### src/rtl/control_pkg.sv
// Shared constants for the multi-cycle MIPS-style control unit:
// opcodes, ALU operation codes, instruction classes and FSM state encoding.
package control_pkg;

    // Opcodes, Instr[31:26]
    localparam logic [5:0] OP_RTYPE = 6'b100000;
    localparam logic [5:0] OP_LI    = 6'b111000;
    localparam logic [5:0] OP_LUI   = 6'b111001;
    localparam logic [5:0] OP_ADDI  = 6'b110000;
    localparam logic [5:0] OP_ANDI  = 6'b110010;
    localparam logic [5:0] OP_ORI   = 6'b110011;
    localparam logic [5:0] OP_B     = 6'b111111;
    localparam logic [5:0] OP_BEQ   = 6'b000000;
    localparam logic [5:0] OP_BNE   = 6'b000001;
    localparam logic [5:0] OP_LB    = 6'b000011;
    localparam logic [5:0] OP_LW    = 6'b001111;
    localparam logic [5:0] OP_SB    = 6'b000111;
    localparam logic [5:0] OP_SW    = 6'b011111;

    // ALU operation codes (R-type func field uses the same values)
    localparam logic [3:0] ALU_ADD = 4'b0000;
    localparam logic [3:0] ALU_SUB = 4'b0001;
    localparam logic [3:0] ALU_AND = 4'b0010;
    localparam logic [3:0] ALU_OR  = 4'b0011;
    localparam logic [3:0] ALU_NOT = 4'b0100;
    localparam logic [3:0] ALU_SRA = 4'b1000;
    localparam logic [3:0] ALU_SRL = 4'b1001;
    localparam logic [3:0] ALU_SLL = 4'b1010;
    localparam logic [3:0] ALU_ROL = 4'b1100;
    localparam logic [3:0] ALU_ROR = 4'b1101;

    // Instruction classes produced by the decoder
    typedef enum logic [2:0] {
        CLS_NOP,
        CLS_ALU,
        CLS_IMM,
        CLS_BRANCH,
        CLS_LOAD,
        CLS_STORE,
        CLS_ILLEGAL
    } instr_class_t;

    // FSM state encoding
    localparam logic [2:0] S_IF  = 3'd0;
    localparam logic [2:0] S_DEC = 3'd1;
    localparam logic [2:0] S_EX  = 3'd2;
    localparam logic [2:0] S_MEM = 3'd3;
    localparam logic [2:0] S_WB  = 3'd4;
    localparam logic [2:0] S_ERR = 3'd5;

    // Opcode field of an instruction word
    function automatic logic [5:0] opcode_of(input logic [31:0] instr);
        return instr[31:26];
    endfunction

endpackage

### src/rtl/control_decoder.sv
// Combinational instruction decoder: classifies the instruction word and
// produces the datapath selects and ALU operation for it.
module control_decoder
    import control_pkg::*;
#(
    parameter int ALU_FUNC_W = 4
) (
    input  logic [31:0]           instr,
    output instr_class_t          cls,
    output logic                  is_beq,
    output logic                  is_bne,
    output logic                  alu_bin_sel,
    output logic                  rf_b_sel,
    output logic                  lui,
    output logic                  lb,
    output logic                  sb,
    output logic [ALU_FUNC_W-1:0] alu_func
);

    localparam int FW = (ALU_FUNC_W < 6) ? ALU_FUNC_W : 6;

    // Opcode lookup; the all-zero word is a nop even though its opcode matches beq
    always_comb begin
        cls         = CLS_ILLEGAL;
        is_beq      = 1'b0;
        is_bne      = 1'b0;
        alu_bin_sel = 1'b0;
        rf_b_sel    = 1'b0;
        lui         = 1'b0;
        lb          = 1'b0;
        sb          = 1'b0;
        alu_func    = ALU_FUNC_W'(ALU_ADD);
        if (instr == 32'd0) begin
            cls = CLS_NOP;
        end else begin
            case (opcode_of(instr))
                OP_RTYPE: begin
                    cls      = CLS_ALU;
                    alu_func = ALU_FUNC_W'(instr[FW-1:0]);
                end
                OP_LI, OP_ADDI: begin
                    cls         = CLS_IMM;
                    alu_bin_sel = 1'b1;
                end
                OP_LUI: begin
                    cls         = CLS_IMM;
                    alu_bin_sel = 1'b1;
                    lui         = 1'b1;
                end
                OP_ANDI: begin
                    cls         = CLS_IMM;
                    alu_bin_sel = 1'b1;
                    alu_func    = ALU_FUNC_W'(ALU_AND);
                end
                OP_ORI: begin
                    cls         = CLS_IMM;
                    alu_bin_sel = 1'b1;
                    alu_func    = ALU_FUNC_W'(ALU_OR);
                end
                OP_B: begin
                    cls = CLS_BRANCH;
                end
                OP_BEQ: begin
                    cls      = CLS_BRANCH;
                    is_beq   = 1'b1;
                    rf_b_sel = 1'b1;
                    alu_func = ALU_FUNC_W'(ALU_SUB);
                end
                OP_BNE: begin
                    cls      = CLS_BRANCH;
                    is_bne   = 1'b1;
                    rf_b_sel = 1'b1;
                    alu_func = ALU_FUNC_W'(ALU_SUB);
                end
                OP_LB: begin
                    cls         = CLS_LOAD;
                    alu_bin_sel = 1'b1;
                    lb          = 1'b1;
                end
                OP_LW: begin
                    cls         = CLS_LOAD;
                    alu_bin_sel = 1'b1;
                end
                OP_SB: begin
                    cls         = CLS_STORE;
                    alu_bin_sel = 1'b1;
                    rf_b_sel    = 1'b1;
                    sb          = 1'b1;
                end
                OP_SW: begin
                    cls         = CLS_STORE;
                    alu_bin_sel = 1'b1;
                    rf_b_sel    = 1'b1;
                end
                default: cls = CLS_ILLEGAL;
            endcase
        end
    end

endmodule

### src/rtl/multicycle_control.sv
// Multi-cycle control FSM: fetch, decode, execute, memory, writeback, with
// req/ack memory handshakes, a handshake timeout trap and a retire counter.
module multicycle_control
    import control_pkg::*;
#(
    parameter int ALU_FUNC_W  = 4,
    parameter int MEM_TIMEOUT = 16,
    parameter int CNT_W       = 16
) (
    input  logic                  clk,
    input  logic                  Reset,
    input  logic [31:0]           Instr,
    input  logic                  Zero,
    input  logic                  IMem_Ack,
    input  logic                  DMem_Ack,
    output logic                  IMem_Req,
    output logic                  Instr_LdEn,
    output logic                  PC_sel,
    output logic                  PC_LdEn,
    output logic                  RF_WrEn,
    output logic                  RF_WrData_sel,
    output logic                  RF_B_sel,
    output logic                  ALU_Bin_sel,
    output logic [ALU_FUNC_W-1:0] ALU_func,
    output logic                  Mem_RdEn,
    output logic                  Mem_WrEn,
    output logic                  lui,
    output logic                  lb,
    output logic                  sb,
    output logic                  Error,
    output logic [CNT_W-1:0]      Retired
);

    logic [2:0]            state;
    logic [2:0]            next_state;
    logic [7:0]            tmo_cnt;
    logic [CNT_W-1:0]      retired_q;
    logic                  req;
    logic                  ack;
    logic                  tmo_hit;
    logic                  sel_valid;

    instr_class_t          cls;
    logic                  is_beq;
    logic                  is_bne;
    logic                  dec_bin_sel;
    logic                  dec_rf_b_sel;
    logic                  dec_lui;
    logic                  dec_lb;
    logic                  dec_sb;
    logic [ALU_FUNC_W-1:0] dec_alu_func;

    control_decoder #(.ALU_FUNC_W(ALU_FUNC_W)) u_decoder (
        .instr       (Instr),
        .cls         (cls),
        .is_beq      (is_beq),
        .is_bne      (is_bne),
        .alu_bin_sel (dec_bin_sel),
        .rf_b_sel    (dec_rf_b_sel),
        .lui         (dec_lui),
        .lb          (dec_lb),
        .sb          (dec_sb),
        .alu_func    (dec_alu_func)
    );

    // Outstanding memory request and its matching ack; an ack on the last allowed cycle beats the timeout
    always_comb begin
        req       = (state == S_IF) || (state == S_MEM);
        ack       = (state == S_IF) ? IMem_Ack : DMem_Ack;
        tmo_hit   = req && !ack && (tmo_cnt == 8'(MEM_TIMEOUT - 1));
        sel_valid = (state == S_EX) || (state == S_MEM) || (state == S_WB);
    end

    // Next-state selection
    always_comb begin
        next_state = state;
        case (state)
            S_IF: begin
                if (IMem_Ack)     next_state = S_DEC;
                else if (tmo_hit) next_state = S_ERR;
            end
            S_DEC: begin
                if (cls == CLS_ILLEGAL)  next_state = S_ERR;
                else if (cls == CLS_NOP) next_state = S_IF;
                else                     next_state = S_EX;
            end
            S_EX: begin
                if (cls == CLS_BRANCH)                         next_state = S_IF;
                else if (cls == CLS_LOAD || cls == CLS_STORE)  next_state = S_MEM;
                else                                           next_state = S_WB;
            end
            S_MEM: begin
                if (DMem_Ack)     next_state = (cls == CLS_STORE) ? S_IF : S_WB;
                else if (tmo_hit) next_state = S_ERR;
            end
            S_WB:    next_state = S_IF;
            S_ERR:   next_state = S_ERR;
            default: next_state = S_ERR;
        endcase
    end

    // State, timeout counter and retire counter registers
    always_ff @(posedge clk) begin
        if (Reset) begin
            state     <= S_IF;
            tmo_cnt   <= 8'd0;
            retired_q <= '0;
        end else begin
            state <= next_state;
            if (next_state != state || !req || ack) tmo_cnt <= 8'd0;
            else                                    tmo_cnt <= tmo_cnt + 8'd1;
            if (PC_LdEn) retired_q <= retired_q + 1'b1;
        end
    end

    // Control outputs decoded from state and instruction, all held low during Reset
    always_comb begin
        IMem_Req      = 1'b0;
        Instr_LdEn    = 1'b0;
        PC_sel        = 1'b0;
        PC_LdEn       = 1'b0;
        RF_WrEn       = 1'b0;
        RF_WrData_sel = 1'b0;
        RF_B_sel      = 1'b0;
        ALU_Bin_sel   = 1'b0;
        ALU_func      = '0;
        Mem_RdEn      = 1'b0;
        Mem_WrEn      = 1'b0;
        lui           = 1'b0;
        lb            = 1'b0;
        sb            = 1'b0;
        Error         = 1'b0;
        Retired       = Reset ? '0 : retired_q;
        if (!Reset) begin
            if (sel_valid) begin
                RF_B_sel    = dec_rf_b_sel;
                ALU_Bin_sel = dec_bin_sel;
                ALU_func    = dec_alu_func;
                lui         = dec_lui;
                lb          = dec_lb;
                sb          = dec_sb;
            end
            case (state)
                S_IF: begin
                    IMem_Req   = 1'b1;
                    Instr_LdEn = IMem_Ack;
                end
                S_DEC: begin
                    PC_LdEn = (cls == CLS_NOP);
                end
                S_EX: begin
                    if (cls == CLS_BRANCH) begin
                        PC_LdEn = 1'b1;
                        PC_sel  = is_beq ? Zero : (is_bne ? ~Zero : 1'b1);
                    end
                end
                S_MEM: begin
                    Mem_RdEn = (cls == CLS_LOAD);
                    Mem_WrEn = (cls == CLS_STORE);
                    PC_LdEn  = DMem_Ack && (cls == CLS_STORE);
                end
                S_WB: begin
                    RF_WrEn       = 1'b1;
                    RF_WrData_sel = (cls == CLS_LOAD);
                    PC_LdEn       = 1'b1;
                end
                S_ERR: begin
                    Error = 1'b1;
                end
                default: ;
            endcase
        end
    end

endmodule

### config.mk
export PLATFORM = sky130hd
export DESIGN_NAME = multicycle_control
export DESIGN_NICKNAME = d
export VERILOG_FILES = /design/src/rtl/control_pkg.sv /design/src/rtl/control_decoder.sv /design/src/rtl/multicycle_control.sv
export SDC_FILE = /design/constraint.sdc
export NUM_CORES = 1
export LEC_CHECK = 0
export BUFFER_PORTS_ARGS = -buffer_cell sky130_fd_sc_hd__buf_2
export CELL_PAD_IN_SITES_DETAIL_PLACEMENT = 1
export CELL_PAD_IN_SITES_GLOBAL_PLACEMENT = 1
export CORE_AREA = 4 4 78 80
export CTS_CLUSTER_SIZE = 12
export DETAILED_ROUTE_END_ITERATION = 10
export DIE_AREA = 0 0 82 84
export HOLD_SLACK_MARGIN = 0.05
export PLACE_DENSITY_LB_ADDON = 0.1
export SYNTH_ARGS = -nofsm -noshare
export SYNTH_HDL_FRONTEND = slang
export SYNTH_SLANG_ARGS = --single-unit
### constraint.sdc
create_clock -name clk -period 6.7 [get_ports clk]
set_clock_uncertainty 0.1 [all_clocks]
set_input_delay 1.34 -clock clk [delete_from_list [all_inputs] [get_ports clk]]
set_output_delay 1.34 -clock clk [all_outputs]
set_load 0.005 [all_outputs]
==> results of run 1 <==
power breakdown:
| group | internal (uW) | switching, uW |
|---|---|---|
| Combinational | 24.5 | 34.7 |
| Clock | 42.2 | 52.6 |
| Sequential | 163 | 4.43 |
| Total | 230 | 91.8 |
logic make-up (layout without fill, tap and decap cells):
kind of cell	count (synthesis)	after routing	share of synthesized area (%)
fa+ha+maj	2	2	1.29
buf+inv	20	82	5.74
xor+xnor	8	8	3.61
mux	6	6	3.61
simple gates	146	146	42.6
flops	27	27	27.9
compound gates	47	47	15.3
flip-flops by register name (all words and copies together) (netlist names):
name and count:
retired_q 16, state 3, tmo_cnt 8
layout make-up:
type                            instances  area (sq um)  area share, %
Clock buffer                            3          41.3           1.76
Clock inverter                          1          7.51          0.319
Inverter                                7          26.3           1.12
Multi-Input combinational cell        209          1290           54.8
Sequential cell                        27           541           23.0
Tap cell                               72          90.1           3.83
Timing Repair Buffer                   71           358           15.2
cell usage after synthesis (2+ instances only):
cell	n
dfxtp_1	27
and3_1	4
ha_1	2
o21ai_0	16
a21oi_1	13
or3_1	7
nand3b_1	2
nor4_1	9
or4_1	4
nor3b_1	3
xor2_1	4
and4_1	2
nor4b_1	4
buf_2	2
a31oi_1	3
and2_1	4
nand3_1	13
xnor2_1	4
nor2b_1	19
nor2_1	31
mux2_2	4
clkbuf_1	6
inv_1	7
nor3_1	13
a21o_1	2
o211ai_1	2
nand4_1	8
nand2_1	14
nand2b_1	2
buf_6	3
metrics by stage:
stage | power, uW | setup slack (ps) | area (sq um) | hold slack (ps) | utilization (%)
floorplan | 211 | 2280 | 1940 | 318 | -
global placement | 230 | 2040 | 2300 | 327 | 42.6
detailed placement | 231 | 2030 | 2300 | 343 | 42.6
CTS | 330 | 2040 | 2350 | 364 | 43.5
global route | 344 | 1910 | 2350 | 404 | 43.5
finish | 322 | 2040 | 2350 | 359 | 43.5
path summary, 6_finish.rpt:
path,depth (start not counted),slack (ps),end
worst max-delay path,8,2040,PC_LdEn
worst min-delay path,1,360,tmo_cnt[0]
worst max register to register,6,4270,retired_q[6]
worst min register to register,1,360,tmo_cnt[0]
routing by layer:
| layer | vias up | wire (um) |
|---|---|---|
| li1 | 1057 | - |
| met1 | 967 | 2520 |
| met4 | 0 | 50 |
| met2 | 37 | 2740 |
| met5 | - | 0 |
| met3 | 6 | 188 |
worst max-delay path: cells and delay by family:
kind                   cells  cell delay, ps
AOI/OAI and AO/OA          1             230
and+or+nand+nor            4            1100
buffers and inverters      3             540
==> impl_metrics.ini, run 1 <==
[status]
status = finished, final reports clean

[yosys]
async_reset_ff_share_pct = 0
yosys_most_used_dff = dfxtp_1
synth_top_area_share_pct = 27.9
ys_ff_latch = 27
synthCells = 256
synth_area_sq_um = 1940
synth_edf_count = 0
ys_seq_area_share_pct = 27.9
synth_warnings = 0
yosys-top-cells-area = dfxtp_1 (28%), nor2b_1 (6.1%), nor2_1 (6.0%)
syn-mean-instance-area_sq_um = 7.58
synth_cell_types = 52
synth_top_area_cell = dfxtp_1
syn-num-nets = 295

[floorplan]
ios = 71
dieArea_sq_um = 6890
rows = 27
start_util_pct = 35.9
die-height_um = 84
die_w_um = 82
core_sq_um = 5410

[global_routing]
grt_use_met1_pct = 20.5
grt_pass1_wl_um = 9260
grt.total_usage_pct = 16.1
grt-ovfl-total = 0
met2_usage_pct = 27.9
grt_antenna_before_repair = 0
grt_most_used_layer = met2
grt_pass1_vias = 2056
grt_use_met3_pct = 2.38
grt_max_degree = 45

[cts]
clock_latency_ps = 280
cts_setup_buffers = 0
cts_hold_buf = 0
cts_tree = yes
htreeDepth = 1
path_clk_slew_ps = 100
cts_buffers = 3
cts_buffer_depth = 2
cts_sinks = 27
cts_resized = 0
root_buffer = clkbuf_8

[route]
drc_errors = 0
drt_iter0_markers = 42
via_per_inst = 5.30
num_vias = 2067
wl_um = 5500
wl_per_cell_um = 14.1
dr.pass1.iters = 4
ant_nets = 0

[critical_path]
crit_type = in2out
slowest_stage = or3_4
r2r-start = state[0]
required_ps = 5260
crit_chain = buf_2, nor4_1, nand4_1, or3_4, a211oi_4, buf_4, nor2_1, buf_2
cpPeakStageDelay_ps = 440
cp-startpoint = Instr[2]
crit_top_cell = buf_2
crit_path_start_kind = primary input
arrival_ps = 3220
end_kind = primary output
crit_fanout = 26

[timing]
tns_ps = 0
hold_viol = 0
finalMaxSlewViolations = 0
fin_crit_ps = 4660
rsz0062_at_grt = no
setup_viol = 0
slew_headroom_pct = 49.9
fmax_mhz = 215
worstMarginPinSlew_ps = 751
fin_crit_sh_pct = 69.5

[finish]
final_cell_mix = buf_2 (70), nor2_1 (31), dfxtp_1 (27)
layout.nets = 358
stdcell_count = 390
area_growth_pct = 21.2
fill_cells = 729
diodes = 0
layout_commonest_cell = buf_2
drive_above_1_share_pct = 27.4

[power]
cellLeakagePower_uw = 0.000972
ir_drop_uv = 69.8
p_per_area_nw_per_um2 = 137

[placed_design]
io_buffers = 70
hpwlAfterDp_um = 4350
place_congestion = 0.906
place_inst = 386

[min_path]
min_from = tmo_cnt[0]
hp-class = reg2reg

[job]
cap_violations = 0
Power figures use the tool's default switching activity.
==> run 2, diff against run 1 <==
- CORE_AREA: 4 4 78 80 -> 4 4 80 82
- DIE_AREA: 0 0 82 84 -> 0 0 84 86
- clock period: 6.7 -> 4.5 ns (I/O delays scaled with it)
==> run 2 against run 1 <==
Combinational power grew 51%. Via count shrank 0.29%. Total power grew 52%. Global-route usage shrank 0.17 points. Critical path depth is the same. Worst hold slack gained 2.3 ps. Die area grew 4.9%.
==> impl_metrics.ini, run 2 (synthesis results as in run 1) <==
[critical_path]
r2r-start = state[0]
cpPeakStageDelay_ps = 560
worst_path_dominant_cell_family = simple AND/OR/NAND/NOR gates
arrival_ps = 2820
required_ps = 3500
rr_endpoint = retired_q[6]
crit_chain = buf_2, or2_1, nor4_1, a41o_1, or3_1, nor4_1, and2_1, buf_2
crit_fanout = 8
worst-r2r-cell-count = 6
r2r_setup_slack_ps = 2060
crit_type = in2out
slowest_stage = nor4_1
end_kind = primary output
crit_path_start_kind = primary input
cp_num_buf_inv = 2
cp-startpoint = Instr[28]

[finish]
largest_register_ffs = 16
seq_area_sq_um = 541
drive_above_1_share_pct = 27.6
area_growth_pct = 21.8
multi_input_area_sq_um = 1290
fill_cells = 774
diodes = 0
utilization_pct = 41.1
layout_commonest_cell = buf_2
layout.nets = 359
largestRegisters = retired_q: 16 flops, tmo_cnt: 8 flops, state: 3 flops
stdcell_count = 394
final_cell_mix = buf_2 (70), nor2_1 (31), dfxtp_1 (27)
largest-register = retired_q

[cts]
cts_sinks = 27
cts_buffer_depth = 2
cts_hold_buf = 0
cts_setup_buffers = 0
htreeDepth = 1
path_clk_slew_ps = 100
cts_resized = 0
cts_tree = yes
cts_buffers = 3
root_buffer = clkbuf_8
clock_latency_ps = 290

[floorplan]
ios = 71
die-height_um = 86
start_util_pct = 33.8
core_sq_um = 5750
dieArea_sq_um = 7220
rows = 28
die_w_um = 84

[timing]
fmax_mhz = 262
slew_headroom_pct = 52.8
finalMaxSlewViolations = 0
fin_crit_sh_pct = 84.9
hold_viol = 0
rsz0062_at_grt = no
fin_crit_ps = 3820
tns_ps = 0
setup_viol = 0
setup_ws_ps = 679
worstMarginPinSlew_ps = 701

[placed_design]
place_inst = 390
hpwlAfterDp_um = 4490
io_buffers = 70
place_congestion = 0.869
dp_worst_setup_slack_ps = 708

[route]
drc_errors = 0
via_per_inst = 5.23
dr.pass1.iters = 4
wl_um = 5670
wl_per_cell_um = 14.4
ant_nets = 0
num_vias = 2061
drt_iter0_markers = 43

[power]
p_per_area_nw_per_um2 = 207
cellLeakagePower_uw = 0.000977
ir_drop_uv = 120

[status]
status = finished, final reports clean

[job]
cap_violations = 0

[min_path]
whs_endpoint = tmo_cnt[0]
hp-class = reg2reg
min_from = tmo_cnt[0]
hold_path_depth = 1

[global_routing]
grt_pass1_wl_um = 9670
grt_max_degree = 44
grt_pass1_vias = 2087
grt_antenna_before_repair = 0
grt.total_usage_pct = 15.9
grt-ovfl-total = 0
-- run 2: how the worst max path moves through the flow --
stage                  endpoint  slack [ps]  cells after the start
finish              ALU_func[3]         680                      8
global route        ALU_func[3]         510                      8
CTS                 ALU_func[3]         690                      8
detailed placement  ALU_func[3]         710                      8
global placement    ALU_func[3]         780                      8
floorplan               PC_LdEn         960                      9
-- run 2: power breakdown --
group / switching (uW) / internal (uW)
logic: 52.5 / 37.0
clock network: 85.8 / 63.1
registers: 6.49 / 243
-- run 2: area by class of cell --
cell class / instances / area share [%]
Sequential cell: 27 / 22.9
Clock inverter: 1 / 0.318
Clock buffer: 3 / 1.75
Multi-Input combinational cell: 209 / 54.5
Timing Repair Buffer: 72 / 15.5
Inverter: 7 / 1.11
Tap cell: 75 / 3.97
-- run 2: worst register-to-register path, stage by stage, from the launching register on --
cell and delay [ps]:
dfxtp_1 450, nor3b_1 280, nor4b_1 480, a211oi_4 60, buf_4 230, nor4b_1 360, mux2_2 370
-- run 2: per-stage QoR --
step	hold WS [ps]	area, sq um	total power (uW)
6_report	361	2360	488
5_1_grt	380	2360	514
4_1_cts	361	2360	495
3_5_place_dp	340	2310	345
3_3_place_gp	326	2310	343
2_1_floorplan	318	1940	314
-- run 2: layer usage --
| layer | GRT usage [%] | wire length [um] | up-vias |
|---|---|---|---|
| li1 | - | - | 1064 |
| met1 | 19.5 | 2590 | 952 |
| met2 | 28.6 | 2770 | 39 |
| met3 | 2.21 | 216 | 6 |
| met4 | 5.26 | 92 | 0 |
| met5 | 0 | 0 | - |
